--- config.mk ---
export PLATFORM = sky130hd
export DESIGN_NAME = uart_tx_arbiter_flat
export DESIGN_NICKNAME = d
export VERILOG_FILES = /design/src/rtl/uart_tx_arbiter_if.sv /design/src/rtl/uart_tx_arbiter.sv /design/src/flat_wrapper.sv
export SDC_FILE = /design/constraint.sdc
export NUM_CORES = 1
export LEC_CHECK = 0
export ABC_CLOCK_PERIOD_IN_PS = 4000
export CAP_MARGIN = 20
export CORE_MARGIN = 2
export CORE_UTILIZATION = 25
export CTS_CLUSTER_DIAMETER = 60
export DETAILED_ROUTE_END_ITERATION = 10
export SKIP_CTS_REPAIR_TIMING = 1
export SLEW_MARGIN = 20
export SYNTH_ARGS = -nofsm -noshare
export SYNTH_HDL_FRONTEND = slang
export SYNTH_SLANG_ARGS = --single-unit
--- constraint.sdc ---
create_clock -name clk -period 4 [get_ports clk]
set_input_delay 1 -clock clk [delete_from_list [all_inputs] [get_ports clk]]
set_output_delay 1 -clock clk [all_outputs]
set_load 0.05 [all_outputs]
--- src/rtl/uart_tx_arbiter_if.sv ---
// Signal bundle between the byte requesters, uart_tx_arbiter and the UART transmitter.
// slave = arbiter side, master = requesters plus transmitter side.
`timescale 1ns/1ps
interface uart_tx_arbiter_if #(
  parameter int NUM_REQ = 4
);
  // Handshake: requester i holds req_valid[i]/req_data/req_last until the cycle in
  // which req_ack[i] is high; that cycle is the transfer and the byte may change on
  // the next cycle. tx_start is held until the transmitter has lowered tx_ready.
  logic [NUM_REQ-1:0]   req_valid;
  logic [8*NUM_REQ-1:0] req_data;
  logic [NUM_REQ-1:0]   req_last;
  logic [NUM_REQ-1:0]   req_ack;
  logic [NUM_REQ-1:0]   grant;
  logic [7:0]           tx_data;
  logic                 tx_start;
  logic                 tx_ready;
  logic                 tx_idle;
  logic                 busy;
  logic                 timeout_err;
  logic [1:0]           state_dbg;

  modport slave (
    input  req_valid, req_data, req_last, tx_ready, tx_idle,
    output req_ack, grant, tx_data, tx_start, busy, timeout_err, state_dbg
  );

  modport master (
    output req_valid, req_data, req_last, tx_ready, tx_idle,
    input  req_ack, grant, tx_data, tx_start, busy, timeout_err, state_dbg
  );
endinterface

--- src/rtl/uart_tx_arbiter.sv ---
// Round-robin arbiter sharing one UART transmitter among NUM_REQ byte requesters.
// Optional packet lock (a requester keeps the arbiter until req_last): UART_TX_ARB_PACKET_LOCK_EN.
`timescale 1ns/1ps
module uart_tx_arbiter #(
  parameter int NUM_REQ        = 4,
  parameter int TIMEOUT_CYCLES = 2_000_000
) (
  input  logic             clk,
  input  logic             reset,
  uart_tx_arbiter_if.slave bus
);

`ifdef UART_TX_ARB_PACKET_LOCK_EN
  localparam bit LOCK_EN = 1'b1;
`else
  localparam bit LOCK_EN = 1'b0;
`endif

  localparam int PTR_W = $clog2(NUM_REQ);
  localparam int CNT_W = $clog2(TIMEOUT_CYCLES + 1);

  localparam logic [PTR_W:0]   NUM_REQ_W   = (PTR_W+1)'(NUM_REQ);
  localparam logic [PTR_W-1:0] LAST_IDX    = PTR_W'(NUM_REQ - 1);
  localparam logic [CNT_W-1:0] TIMEOUT_VAL = CNT_W'(TIMEOUT_CYCLES);
  localparam logic [CNT_W-1:0] CNT_ONE     = CNT_W'(1);

  typedef enum logic [1:0] {
    ST_ARB  = 2'd0,
    ST_LOAD = 2'd1,
    ST_WAIT = 2'd2
  } state_e;

  state_e             state_q,       state_d;
  logic               rdy_q,         rdy_d;
  logic [PTR_W-1:0]   rr_ptr_q,      rr_ptr_d;
  logic [CNT_W-1:0]   cnt_q,         cnt_d;
  logic [7:0]         tx_data_q,     tx_data_d;
  logic               tx_start_q,    tx_start_d;
  logic [NUM_REQ-1:0] grant_q,       grant_d;
  logic               timeout_err_q, timeout_err_d;
  logic               lock_q,        lock_d;
  logic [NUM_REQ-1:0] lock_mask_q,   lock_mask_d;

  logic [NUM_REQ-1:0] eligible;
  logic [NUM_REQ-1:0] win_onehot;
  logic [NUM_REQ-1:0] ack_c;
  logic [PTR_W-1:0]   win_idx;
  logic [PTR_W:0]     cand;
  logic               found;
  logic [7:0]         win_data;

  // A held lock narrows the candidates to its owner, which may idle indefinitely.
  assign eligible = (LOCK_EN && lock_q) ? (bus.req_valid & lock_mask_q) : bus.req_valid;

  // First eligible requester at or after rr_ptr, wrapping at NUM_REQ.
  always_comb begin
    found   = 1'b0;
    win_idx = '0;
    cand    = '0;
    for (int k = 0; k < NUM_REQ; k++) begin
      cand = {1'b0, rr_ptr_q} + (PTR_W+1)'(k);
      if (cand >= NUM_REQ_W) begin
        cand = cand - NUM_REQ_W;
      end
      if (!found && eligible[cand[PTR_W-1:0]]) begin
        found   = 1'b1;
        win_idx = cand[PTR_W-1:0];
      end
    end
  end

  assign win_onehot = {{(NUM_REQ-1){1'b0}}, 1'b1} << win_idx;
  assign win_data   = bus.req_data[{win_idx, 3'b000} +: 8];

  always_comb begin
    state_d       = state_q;
    rdy_d         = bus.tx_ready;
    rr_ptr_d      = rr_ptr_q;
    cnt_d         = cnt_q;
    tx_data_d     = tx_data_q;
    tx_start_d    = tx_start_q;
    grant_d       = grant_q;
    timeout_err_d = 1'b0;
    lock_d        = lock_q;
    lock_mask_d   = lock_mask_q;
    ack_c         = '0;

    unique case (state_q)
      ST_ARB: begin
        if (found) begin
          ack_c       = win_onehot;
          tx_data_d   = win_data;
          grant_d     = win_onehot;
          rr_ptr_d    = (win_idx == LAST_IDX) ? '0 : win_idx + PTR_W'(1);
          cnt_d       = TIMEOUT_VAL;
          tx_start_d  = 1'b1;
          lock_d      = LOCK_EN & ~bus.req_last[win_idx];
          lock_mask_d = win_onehot;
          state_d     = ST_LOAD;
        end
      end

      ST_LOAD: begin
        if (!rdy_q) begin
          tx_start_d = 1'b0;
          state_d    = ST_WAIT;
        end else if (cnt_q <= CNT_ONE) begin
          // Counter hits zero on this edge: abandon the byte and release any lock.
          tx_start_d    = 1'b0;
          timeout_err_d = 1'b1;
          tx_data_d     = 8'h00;
          grant_d       = '0;
          lock_d        = 1'b0;
          cnt_d         = '0;
          state_d       = ST_ARB;
        end else begin
          cnt_d = cnt_q - CNT_ONE;
        end
      end

      ST_WAIT: begin
        // Ready returns during the stop bit, so the next frame chains without a gap.
        if (rdy_q) begin
          grant_d = '0;
          state_d = ST_ARB;
        end
      end

      default: begin
        state_d    = ST_ARB;
        tx_start_d = 1'b0;
        grant_d    = '0;
      end
    endcase
  end

  always_ff @(posedge clk or negedge reset) begin
    if (!reset) begin
      state_q       <= ST_ARB;
      rdy_q         <= 1'b0;
      rr_ptr_q      <= '0;
      cnt_q         <= '0;
      tx_data_q     <= 8'h00;
      tx_start_q    <= 1'b0;
      grant_q       <= '0;
      timeout_err_q <= 1'b0;
      lock_q        <= 1'b0;
      lock_mask_q   <= '0;
    end else begin
      state_q       <= state_d;
      rdy_q         <= rdy_d;
      rr_ptr_q      <= rr_ptr_d;
      cnt_q         <= cnt_d;
      tx_data_q     <= tx_data_d;
      tx_start_q    <= tx_start_d;
      grant_q       <= grant_d;
      timeout_err_q <= timeout_err_d;
      lock_q        <= lock_d;
      lock_mask_q   <= lock_mask_d;
    end
  end

  // req_ack is combinational in ARB, so it is also forced low while reset is held.
  assign bus.req_ack     = ack_c & {NUM_REQ{reset}};
  assign bus.grant       = grant_q;
  assign bus.tx_data     = tx_data_q;
  assign bus.tx_start    = tx_start_q;
  assign bus.timeout_err = timeout_err_q;
  assign bus.busy        = (|grant_q) | ~bus.tx_idle;
  assign bus.state_dbg   = state_q;

endmodule

--- src/flat_wrapper.sv ---
// flat-port wrapper written by rule: the top's interface ports become plain ports
module uart_tx_arbiter_flat 
#(
  parameter int NUM_REQ        = 4,
  parameter int TIMEOUT_CYCLES = 2_000_000
)
  (clk, reset, bus_req_valid, bus_req_data, bus_req_last, bus_tx_ready, bus_tx_idle, bus_req_ack, bus_grant, bus_tx_data, bus_tx_start, bus_busy, bus_timeout_err, bus_state_dbg);
  uart_tx_arbiter_if #(.NUM_REQ(NUM_REQ)) bus_i ();
  input  logic clk;
  input  logic reset;
  input wire logic [$bits(bus_i.req_valid)-1:0] bus_req_valid;
  input wire logic [$bits(bus_i.req_data)-1:0] bus_req_data;
  input wire logic [$bits(bus_i.req_last)-1:0] bus_req_last;
  input wire logic [$bits(bus_i.tx_ready)-1:0] bus_tx_ready;
  input wire logic [$bits(bus_i.tx_idle)-1:0] bus_tx_idle;
  output wire logic [$bits(bus_i.req_ack)-1:0] bus_req_ack;
  output wire logic [$bits(bus_i.grant)-1:0] bus_grant;
  output wire logic [$bits(bus_i.tx_data)-1:0] bus_tx_data;
  output wire logic [$bits(bus_i.tx_start)-1:0] bus_tx_start;
  output wire logic [$bits(bus_i.busy)-1:0] bus_busy;
  output wire logic [$bits(bus_i.timeout_err)-1:0] bus_timeout_err;
  output wire logic [$bits(bus_i.state_dbg)-1:0] bus_state_dbg;
  assign bus_i.req_valid = bus_req_valid;
  assign bus_i.req_data = bus_req_data;
  assign bus_i.req_last = bus_req_last;
  assign bus_i.tx_ready = bus_tx_ready;
  assign bus_i.tx_idle = bus_tx_idle;
  assign bus_req_ack = bus_i.req_ack;
  assign bus_grant = bus_i.grant;
  assign bus_tx_data = bus_i.tx_data;
  assign bus_tx_start = bus_i.tx_start;
  assign bus_busy = bus_i.busy;
  assign bus_timeout_err = bus_i.timeout_err;
  assign bus_state_dbg = bus_i.state_dbg;
  uart_tx_arbiter #(.NUM_REQ(NUM_REQ), .TIMEOUT_CYCLES(TIMEOUT_CYCLES)) u_core (.clk(clk), .reset(reset), .bus(bus_i));
endmodule
==> metrics.md <==
| Metric | Value |
|---|---|
| Status | completed |
| Initial DRC Count | 99 |
| WP data arrival | 2.76 ns |
| Core Box Area | between 0.009 and 0.01 sq mm |
| H-tree depth | 2 |
| Register Area | between 0.001 and 0.0015 sq mm |
| Kind of critical path | in -> out |
| Starting density of the core | 25.7% |
| Die area | about 0.010 sq mm |
| Slew Viols, Final | 0 |
| Hold WC Path Type | reg -> reg |
| Leak | 1.35 nW |
| Hold_sp | u_core.cnt_q[16]$_DFFE_PN0P_ |
| Worst R2R Path Depth | 6 |
| Critical R2R Capture | u_core.cnt_q[5]$_DFFE_PN0P_ |
| CTS max path bufs | 2 |
| Worst-Skew Late Latency | 0.30 ns |
| Post-route ant nets | 0 |
| Final worst-path cycle share | 94.1% |
| Area of the multi-input gates | around 0.0013 sq mm |
| Worst setup EP type | output pin |
| Top FF cell, synth | dfrtp_1 |
| Critical path, cell by cell | clkdlybuf4s50_1 -> inv_1 -> o221a_2 -> o22ai_2 -> inv_1 -> ha_1 -> and3_1 -> buf_12 |
| Synthesis warning total | 0 |
| Post-synth net total | around 290 |
| Number of flops mapped to enable cells by yosys | 0 |
| First-pass GRT wire length | around 10 mm |
| Final hold vios | 0 |
| DRC violations left | 0 |
| Max-Cap Viols | 0 |
| Sequential share of the synthesized area | 42.1% |
| Worst path most repeated cell | inv_1 |
| Vias in the first global route | 2,127 |
| Pwr dens | around 750 mW/mm^2 |
| FP Rows | 35 |
| Worst-path clk slew | approximately 0.09 ns |
| Max Fclk | 266 MHz |
| Share of power burned in registers | 27.6% |
| DR top layer | met4 |
| # port buffers | 60 |
| Met1 WL | 3.07 mm |
| Met3 WL | 140 um |
| NumNets Final | around 350 |
| Synth area leader | dfrtp_1 |
| Critical Path RT | 3.00 ns |
| Drt wl/cell | between 10 and 15 um |
| Width of the die | 101 um |
| Pre-antenna DRT Iters | 4 |
| CTS sink cnt | 40 |
| N_diodes | 0 |
| Critical path's largest stage delay | 0.51 ns |
| Area growth syn-to-layout | 38.9% |
| Initial antenna violation count | 0 |
| Post-synth ARST share | 100% |
| Setup crit end | bus_req_ack[3] |
| Sw Share | a little under half |
| Grt ovf | 0 |
| CTS buffer count | 5 |
| Fraction of layout cells with a size suffix above 1 | between 10 and 15% |
| Top cell type's share of synthesized area | a little over two fifths |
| Reg2Reg Setup Slack | 1.68 ns |
| Layout Skew | 0.00771 ns |
| Largest net degree at the start of global routing | 38 |
| # setup viols final | 0 |
| Crit path from | bus_req_valid[2] |
| Max-slew headroom | 31.5% |
| Die extent in y | 101 um |
| Post-Syn Area | 0.00237 sq mm |
| Critical path's slowest cell | clkdlybuf4s50_1 |
| Detail Placement HPWL | 4.60 mm |
| GPL Wtd Cong | 0.751 |
| Critical Path Source Type | input pin |
| Post-synth cell types | 48 |
| Total routed wirelength | 6.35 mm |
| TritonCTS clock tree | built |
| I/O Pins | 65 |
| Total power after layout | 0.00249 W |
| Vias per cell | 4.98 |
| CP max FO | 4 |
| Worst Tran Pin Value | 1.03 ns |
| Reg-to-reg startpoint | u_core.cnt_q[1]$_DFFE_PN0P_ |
| Gate power share | 53.8% |
| Min Tclk post-route | 3.76 ns |
| RSZ-0062 raised after global routing | false |
| Clk network pwr share | 18.6% |
| VDD IR max | ~0.25 mV |
| Synth Register Bits | 40 |
| Clock Tree Root | clkbuf_8 |
| NetSw | 0.00113 W |
| Global-route usage over all layers | 12.8% |
| Fin Setup TNS | 0 ns |
| Cell count after synthesis | 243 |
| Fillers | 955 |
| Syn Area/Cell | roughly 9.8 sq um |
| WL met2 | 3.05 mm |
| Synth top area cells | dfrtp_1 (42%), mux2i_1 (6.7%), a21oi_1 (4.2%) |
| Vias | 2,155 |
| Internal power | 0.00136 W |
[registers in the layout (all words and copies together) (netlist names)]
| register | count |
|---|---|
| u_core.bus.grant | 4 |
| u_core.bus.state_dbg | 2 |
| u_core.bus.timeout_err | 1 |
| u_core.bus.tx_data | 8 |
| u_core.bus.tx_start | 1 |
| u_core.cnt_q | 21 |
| u_core.rdy_q | 1 |
| u_core.rr_ptr_q | 2 |
[power by group through the flow]
stage,clock network [W],registers [W],logic (W)
after floorplan,0,0.000908,0.000720
after global placement,0,0.000685,0.00132
after detailed placement,0,0.000693,0.00134
after CTS,0.000471,0.000686,0.00135
after global routing,0.000488,0.000709,0.00145
final,0.000463,0.000685,0.00134
[layer usage]
metal  track usage (%)  vias up
li1                  -     1040
met1              18.1     1076
met2              19.7       34
met3              2.21        5
met4              4.78        0
met5                 0        -
[worst min path at each step]
stage | slack [ns] | end | depth (start not counted)
global placement | 0.47 | u_core.bus.tx_start$_DFFE_PN0P_ | 1
floorplan | 0.45 | u_core.bus.state_dbg[1]$_DFFE_PN0P_ | 1
global route | 0.52 | u_core.bus.grant[3]$_DFFE_PN0P_ | 1
detailed placement | 0.48 | u_core.cnt_q[16]$_DFFE_PN0P_ | 1
CTS | 0.49 | u_core.cnt_q[16]$_DFFE_PN0P_ | 1
finish | 0.49 | u_core.cnt_q[16]$_DFFE_PN0P_ | 1
[per-stage QoR]
stage               std cells  hold slack, ns  instance area (sq um)  util [%]  setup slack, ns
CTS                       433           0.491                   3300      35.7            0.221
detailed placement        425           0.479                   3140      33.9            0.230
finish                    433           0.490                   3300      35.7            0.237
floorplan                 243           0.448                   2370         -            0.617
global route              433           0.518                   3300      35.7            0.128
global placement          425           0.470                   3140      33.9            0.255
[synthesized netlist by cell type, types with 3 or more instances]
library cell  count
nand3_1           3
and3_1            4
nor4_2            4
mux2i_1          16
nand2b_1         11
a21oi_1          20
nand2_1          16
o221ai_1          8
o21a_1            4
dfrtp_1          40
inv_1             8
buf_2             3
o21ai_0          11
nor2_1           14
nor3_1            9
a31oi_1          12
a21o_1            4
a22o_1            7
o22a_1            4
nand4_1           3
clkbuf_1          3
ha_1              6
[critical path: cells and delay by family]
| family | cells | cell delay, ns |
|---|---|---|
| compound gates | 2 | 0.49 |
| simple gates | 1 | 0.19 |
| buf+inv | 4 | 0.85 |
| fa+ha+maj | 1 | 0.22 |
[cells by family (layout without fill, tap and decap cells)]
logic type / after synthesis / in the layout / share of synthesized area (%)
fa+ha+maj: 7 / 7 / 3.58
simple gates: 79 / 79 / 19.9
compound gates: 82 / 82 / 23.2
flops: 40 / 40 / 42.1
buf+inv: 18 / 79 / 3.95
mux: 17 / 17 / 7.22
[cells in the final DEF, fill, tap and decap left out, types with 5 or more instances in the layout]
cell and count:
a22o_1 7, o21ai_0 11, clkdlybuf4s50_1 55, dfrtp_1 40, a31oi_1 12, a21oi_1 19
ha_1 6, nand2_1 16, mux2i_1 16, clkbuf_8 5, nand2b_1 11, o221ai_1 8
inv_1 8, nor3_1 9, nor2_1 14
[layout make-up]
cell class / instances / area share (%)
clock buffer: 5 / 2.09
clock inverter: 3 / 2.73
inverter: 8 / 0.910
multi-input combinational: 185 / 39.1
sequential: 40 / 30.3
tap: 129 / 4.89
timing repair buffer: 63 / 19.9
Power figures use the tool's default switching activity.
